## config.mk

```make
export PLATFORM = sky130hd
export DESIGN_NAME = muldiv_unit
export DESIGN_NICKNAME = d
export VERILOG_FILES = /design/src/rtl/muldiv_unit.sv
export SDC_FILE = /design/constraint.sdc
export NUM_CORES = 2
export LEC_CHECK = 0
export BUFFER_PORTS_ARGS = -buffer_cell sky130_fd_sc_hd__buf_2
export CORE_ASPECT_RATIO = 1.75
export CORE_UTILIZATION = 50
export CTS_BUF_LIST = sky130_fd_sc_hd__clkbuf_16
export DETAILED_ROUTE_END_ITERATION = 8
export HOLD_SLACK_MARGIN = 0.12
export PLACE_DENSITY = 0.71
export SLEW_MARGIN = 20
export SYNTH_ARGS = -nofsm -noshare
export SYNTH_HDL_FRONTEND = slang
export SYNTH_SLANG_ARGS = --single-unit
```

## constraint.sdc

```tcl
create_clock -name clk -period 22.8 [get_ports clk]
set_input_delay 4.56 -clock clk [delete_from_list [all_inputs] [get_ports clk]]
set_output_delay 4.56 -clock clk [all_outputs]
set_load 0.01 [all_outputs]
```

## src/rtl/muldiv_unit.sv

```systemverilog
`default_nettype none
// ============================================================================
// muldiv_unit : RV32M execute-stage unit, 1-cycle multiply, 32-step divider
// Revision    : 1.0
// ============================================================================
module muldiv_unit #(
  parameter int XLEN = 32
) (
  input  logic            clk,
  input  logic            rst,
  input  logic            start,
  input  logic [2:0]      funct3,
  input  logic [XLEN-1:0] rs1_val,
  input  logic [XLEN-1:0] rs2_val,
  input  logic            flush,
  output logic            busy,
  output logic            done,
  output logic [XLEN-1:0] result
);

  localparam int CW = $clog2(XLEN);

  typedef enum logic [1:0] {
    S_IDLE     = 2'd0,
    S_DIV_ITER = 2'd1,
    S_DIV_FIX  = 2'd2
  } state_e;

  state_e            state_q, state_d;
  logic [CW-1:0]     cnt_q, cnt_d;
  logic [XLEN-1:0]   rem_q, rem_d;
  logic [XLEN-1:0]   quo_q, quo_d;
  logic [XLEN-1:0]   dvsr_q, dvsr_d;
  logic              neg_q_q, neg_q_d;
  logic              neg_r_q, neg_r_d;
  logic              rem_sel_q, rem_sel_d;
  logic [XLEN-1:0]   result_q, result_d;
  logic              done_q, done_d;

  // Multiply: sign-extend to 2*XLEN so a plain modular product is exact.
  logic              w_mul_a_signed, w_mul_b_signed;
  logic [2*XLEN-1:0] w_mul_a, w_mul_b, w_prod;
  logic [XLEN-1:0]   w_mul_res;

  logic              w_div_signed, w_a_neg, w_b_neg, w_div_zero, w_div_ovf;
  logic [XLEN-1:0]   w_a_mag, w_b_mag;
  logic [XLEN:0]     w_rem_sh, w_diff;
  logic [XLEN-1:0]   w_quo_fix, w_rem_fix;

  always_comb begin
    w_mul_a_signed = ~(funct3[1] & funct3[0]);
    w_mul_b_signed = ~funct3[1];
    w_mul_a   = {{XLEN{w_mul_a_signed & rs1_val[XLEN-1]}}, rs1_val};
    w_mul_b   = {{XLEN{w_mul_b_signed & rs2_val[XLEN-1]}}, rs2_val};
    w_prod    = w_mul_a * w_mul_b;
    w_mul_res = (funct3[1:0] == 2'b00) ? w_prod[XLEN-1:0] : w_prod[2*XLEN-1:XLEN];

    w_div_signed = ~funct3[0];
    w_a_neg      = w_div_signed & rs1_val[XLEN-1];
    w_b_neg      = w_div_signed & rs2_val[XLEN-1];
    w_a_mag      = w_a_neg ? (~rs1_val + 1'b1) : rs1_val;
    w_b_mag      = w_b_neg ? (~rs2_val + 1'b1) : rs2_val;
    w_div_zero   = (rs2_val == '0);
    w_div_ovf    = w_div_signed && (rs1_val == {1'b1, {(XLEN-1){1'b0}}}) && (rs2_val == '1);

    // Restoring step on the 33-bit shifted partial remainder.
    w_rem_sh  = {rem_q, quo_q[XLEN-1]};
    w_diff    = w_rem_sh - {1'b0, dvsr_q};

    w_quo_fix = neg_q_q ? (~quo_q + 1'b1) : quo_q;
    w_rem_fix = neg_r_q ? (~rem_q + 1'b1) : rem_q;
  end

  always_comb begin
    state_d   = state_q;
    cnt_d     = cnt_q;
    rem_d     = rem_q;
    quo_d     = quo_q;
    dvsr_d    = dvsr_q;
    neg_q_d   = neg_q_q;
    neg_r_d   = neg_r_q;
    rem_sel_d = rem_sel_q;
    result_d  = result_q;
    done_d    = 1'b0;

    unique case (state_q)
      S_IDLE: begin
        if (start && !flush) begin
          if (!funct3[2]) begin
            result_d = w_mul_res;
            done_d   = 1'b1;
          end else if (w_div_zero) begin
            result_d = funct3[1] ? rs1_val : '1;
            done_d   = 1'b1;
          end else if (w_div_ovf) begin
            result_d = funct3[1] ? '0 : rs1_val;
            done_d   = 1'b1;
          end else begin
            state_d   = S_DIV_ITER;
            cnt_d     = '0;
            rem_d     = '0;
            quo_d     = w_a_mag;
            dvsr_d    = w_b_mag;
            neg_q_d   = w_a_neg ^ w_b_neg;
            neg_r_d   = w_a_neg;
            rem_sel_d = funct3[1];
          end
        end
      end
      S_DIV_ITER: begin
        if (flush) begin
          state_d = S_IDLE;
        end else begin
          if (!w_diff[XLEN]) begin
            rem_d = w_diff[XLEN-1:0];
            quo_d = {quo_q[XLEN-2:0], 1'b1};
          end else begin
            rem_d = w_rem_sh[XLEN-1:0];
            quo_d = {quo_q[XLEN-2:0], 1'b0};
          end
          cnt_d = cnt_q + 1'b1;
          if (cnt_q == CW'(XLEN - 1)) state_d = S_DIV_FIX;
        end
      end
      S_DIV_FIX: begin
        state_d = S_IDLE;
        if (!flush) begin
          result_d = rem_sel_q ? w_rem_fix : w_quo_fix;
          done_d   = 1'b1;
        end
      end
      default: state_d = S_IDLE;
    endcase
  end

  always_ff @(posedge clk) begin
    if (rst) begin
      state_q   <= S_IDLE;
      cnt_q     <= '0;
      rem_q     <= '0;
      quo_q     <= '0;
      dvsr_q    <= '0;
      neg_q_q   <= 1'b0;
      neg_r_q   <= 1'b0;
      rem_sel_q <= 1'b0;
      result_q  <= '0;
      done_q    <= 1'b0;
    end else begin
      state_q   <= state_d;
      cnt_q     <= cnt_d;
      rem_q     <= rem_d;
      quo_q     <= quo_d;
      dvsr_q    <= dvsr_d;
      neg_q_q   <= neg_q_d;
      neg_r_q   <= neg_r_d;
      rem_sel_q <= rem_sel_d;
      result_q  <= result_d;
      done_q    <= done_d;
    end
  end

  assign busy   = (state_q != S_IDLE);
  assign done   = done_q;
  assign result = result_q;

endmodule
`default_nettype wire

```

==> impl_metrics.json <==
{
  "status": "completed",
  "part_of_the_yosys_area_used_for_sequential_elements": 0.0566,
  "antenna_found_initial": 7,
  "grt_first_pass_wirelength_um": 253000,
  "globalplace.congestion": 1.03,
  "tritoncts": "built",
  "detailed_place_hpwl_um": 122000,
  "hold-worst-slack_ns": 0.455,
  "nets": 7079,
  "numPortBuffers": 104,
  "grt_remaining_overflow": 0,
  "drt-total-wl_um": 163000,
  "r2r_slack_ns": 18.10,
  "hold_buffers_post_cts": 0,
  "synth_cell_types": 74,
  "placement_rows": 151,
  "finalCoreUtilization": 0.528,
  "die-height_um": 417,
  "vias_in_the_first_global_route": 43622,
  "drt-pass1-iter-count": 7,
  "vias_per_cell": 5.86,
  "transition_time_at_the_pin_with_the_least_slew_margin_ns": 1.13,
  "holdPathStages": 2,
  "clk_pin_slew_worst_paths_ns": 0.07,
  "timing_max_transition_violations_final": 0,
  "cts_resized": 0,
  "tns_ns": 0,
  "detail-route-antenna-nets": 0,
  "rsz0062_at_grt": "false",
  "worst_hold_startpoint": "dvsr_q[31]",
  "final_layout_size_suffix_gt1_frac": 0.0466,
  "worst-path-max-fanout": 39,
  "min_period_ns": 13.96,
  "worst_case_clock_buffer_depth": 2,
  "synthFlopType": "sky130_fd_sc_hd__dfxtp_1",
  "floorplan.initialDensity": 0.506,
  "cpMaxStageDelayCell": "sky130_fd_sc_hd__fa_1",
  "worst_setup_path_end_kind": "flip-flop",
  "critPathKind": "in -> reg",
  "timing.fmax_ghz": 0.0716,
  "pin_count": 105,
  "area_delta_synth_final_pct": 4.31,
  "dieArea_um2": 99600,
  "max-cap-violations": 0,
  "crit_path_frequent_cell": "sky130_fd_sc_hd__fa_1",
  "finalSetupViolations": 0,
  "clock-root-buffer": "sky130_fd_sc_hd__clkbuf_16",
  "post_synth.cell_area_avg_um2": 8.48,
  "finalHoldViolCount": 0,
  "cp_data_arrival_time_ns": 14.26,
  "cts_inserted_buffers": 17,
  "hold_path_class": "reg -> reg",
  "htreeDepth": 4,
  "post_synth_instance_area_um2": 49100,
  "yosysWarnings": 0,
  "initial_detailed_routing_violation_count": 3044,
  "finalWorstSetupSlack_ns": 8.84,
  "synth_enable_flop_cells": 0,
  "clock_latency_on_the_worst_skew_pair_ns": 0.46,
  "final.setup_skew_ns": 0.0136,
  "syn-num-nets": 7240,
  "postSynthCellCount": 5792,
  "synth_top_cell_by_area": "sky130_fd_sc_hd__fa_1",
  "drc_markers": 0,
  "clock_sink_count": 139,
  "worstSetupStartpointType": "input pin",
  "via_count": 40715,
  "synth_top_cell_area_share": 0.459,
  "avgRoutedWirePerCell_um": 23.5,
  "logic_depth_of_the_worst_register_to_register_path": 15,
  "hold_end": "dvsr_q[31]",
  "final_min_period_over_clock_period": 0.612,
  "timing.max_slew.rel_slack": 0.234,
  "gr-usage-all-layers": 0.341,
  "fp.coreArea_um2": 97100,
  "critical_path.reg2reg.endpoint": "rem_q[0]",
  "synth-seq-cells": 139,
  "post-cts-setup-buffers": 0,
  "cp_slowest_stage_delay_ns": 0.83,
  "synth_area_leaders": "sky130_fd_sc_hd__fa_1 (46%), sky130_fd_sc_hd__inv_1 (8.8%), sky130_fd_sc_hd__nand2_1 (7.5%), sky130_fd_sc_hd__ha_1 (6.4%), sky130_fd_sc_hd__dfxtp_1 (5.7%)",
  "dp_slack_ns": 8.51,
  "cp.required_ns": 23.10,
  "synth-async-reset-ratio": 0,
  "grt_start_max_net_pins": 66,
  "die_width_um": 239,
  "critical_path.reg2reg.startpoint": "quo_q[31]"
}
cells in the mapped netlist, drive strengths merged, types with 18 or more instances:
library cell,number
nand2b,19
dfxtp,139
inv,1149
o31ai,41
o211ai,47
fa,1126
xnor2,127
a31oi,18
nand4,26
nor4,18
o21ai,182
nand3,33
mux2i,32
and2,359
clkbuf,282
a21o,36
buf,94
nor3,36
nor2,219
nand2,977
ha,251
a21oi,202
or3,27
a211oi,58
xor2,81
per-stage QoR:
| step | cells | cell area, um^2 |
|---|---|---|
| floorplan | 5792 | 49100 |
| global placement | 6912 | 50600 |
| detailed placement | 6912 | 50600 |
| CTS | 6944 | 51200 |
| global route | 6945 | 51200 |
| finish | 6953 | 51200 |
layout by cell type (no fill, tap or decap), types with 35 or more instances in the layout:
| master | netlist | final |
|---|---|---|
| sky130_fd_sc_hd__inv_1 | 1149 | 1149 |
| sky130_fd_sc_hd__fa_1 | 1126 | 1126 |
| sky130_fd_sc_hd__nand2_1 | 977 | 977 |
| sky130_fd_sc_hd__and2_1 | 359 | 359 |
| sky130_fd_sc_hd__ha_1 | 251 | 251 |
| sky130_fd_sc_hd__nor2_1 | 219 | 217 |
| sky130_fd_sc_hd__a21oi_1 | 202 | 202 |
| sky130_fd_sc_hd__o21ai_0 | 180 | 180 |
| sky130_fd_sc_hd__dfxtp_1 | 139 | 138 |
| sky130_fd_sc_hd__xnor2_1 | 127 | 127 |
| sky130_fd_sc_hd__buf_2 | 7 | 104 |
| sky130_fd_sc_hd__buf_4 | 1 | 92 |
| sky130_fd_sc_hd__xor2_1 | 81 | 81 |
| sky130_fd_sc_hd__a211oi_1 | 58 | 58 |
| sky130_fd_sc_hd__o211ai_1 | 47 | 47 |
| sky130_fd_sc_hd__o31ai_1 | 40 | 39 |
| sky130_fd_sc_hd__a21o_1 | 36 | 36 |
| sky130_fd_sc_hd__nor3_1 | 36 | 35 |
routing by layer:
| metal | global-route usage | routed length [um] | vias up |
|---|---|---|---|
| li1 | - | - | 17231 |
| met1 | 0.361 | 52700 | 20617 |
| met2 | 0.581 | 81100 | 2045 |
| met3 | 0.0654 | 12800 | 822 |
| met4 | 0.289 | 16700 | 0 |
| met5 | 0 | 0 | - |
worst max-delay path: cells and delay by family:
family                     cells  cell delay, ns
and+or+nand+nor                6            1.04
AOI/OAI and AO/OA              5            1.36
adders and majority gates      9            5.07
buffers and inverters          8            1.97
xor gates and xnor gates       1            0.19
how the worst max path moves through the flow:
stage	slack, ns	to	from
after global routing	8.43	result[22]	rs1_val[31]
final	8.84	result[22]	rs1_val[31]
after detailed placement	8.51	result[22]	rs1_val[31]
after global placement	8.66	result[22]	rs1_val[31]
after CTS	8.98	result[22]	rs1_val[31]
after floorplan	10.03	result[22]	funct3[0]
cell type report:
cell class | count | area (um^2)
Fill cell | 9072 | 45900
Multi-Input combinational cell | 4128 | 40700
Inverter | 1149 | 4310
Sequential cell | 139 | 2780
Tap cell | 1300 | 1630
Timing Repair Buffer | 196 | 1210
Clock buffer | 17 | 425
Clock inverter | 15 | 209
Antenna cell | 9 | 22.5
state kept, by name, indices dropped and copies added, names as in the netlist:
signal and flops:
dvsr_q 32, quo_q 32, rem_q 32, result 32
cnt_q 5, state_q 2, done 1, neg_q_q 1
neg_r_q 1, rem_sel_q 1
logic make-up (layout without fill, tap and decap cells):
kind of cell | Yosys count | count (layout) | share of synthesized area
and+or+nand+nor | 1788 | 1788 | 0.167
buffers and inverters | 1525 | 1377 | 0.117
adders and majority gates | 1377 | 1377 | 0.523
AOI/OAI and AO/OA | 722 | 722 | 0.0932
xor gates and xnor gates | 208 | 208 | 0.0371
DFF | 139 | 139 | 0.0566
muxes | 33 | 33 | 0.00675
other | 0 | 9 | 0
Power is left out: the tool's default activity adds up to more than one toggle a clock period on the data nets, which glitch-free logic cannot reach.
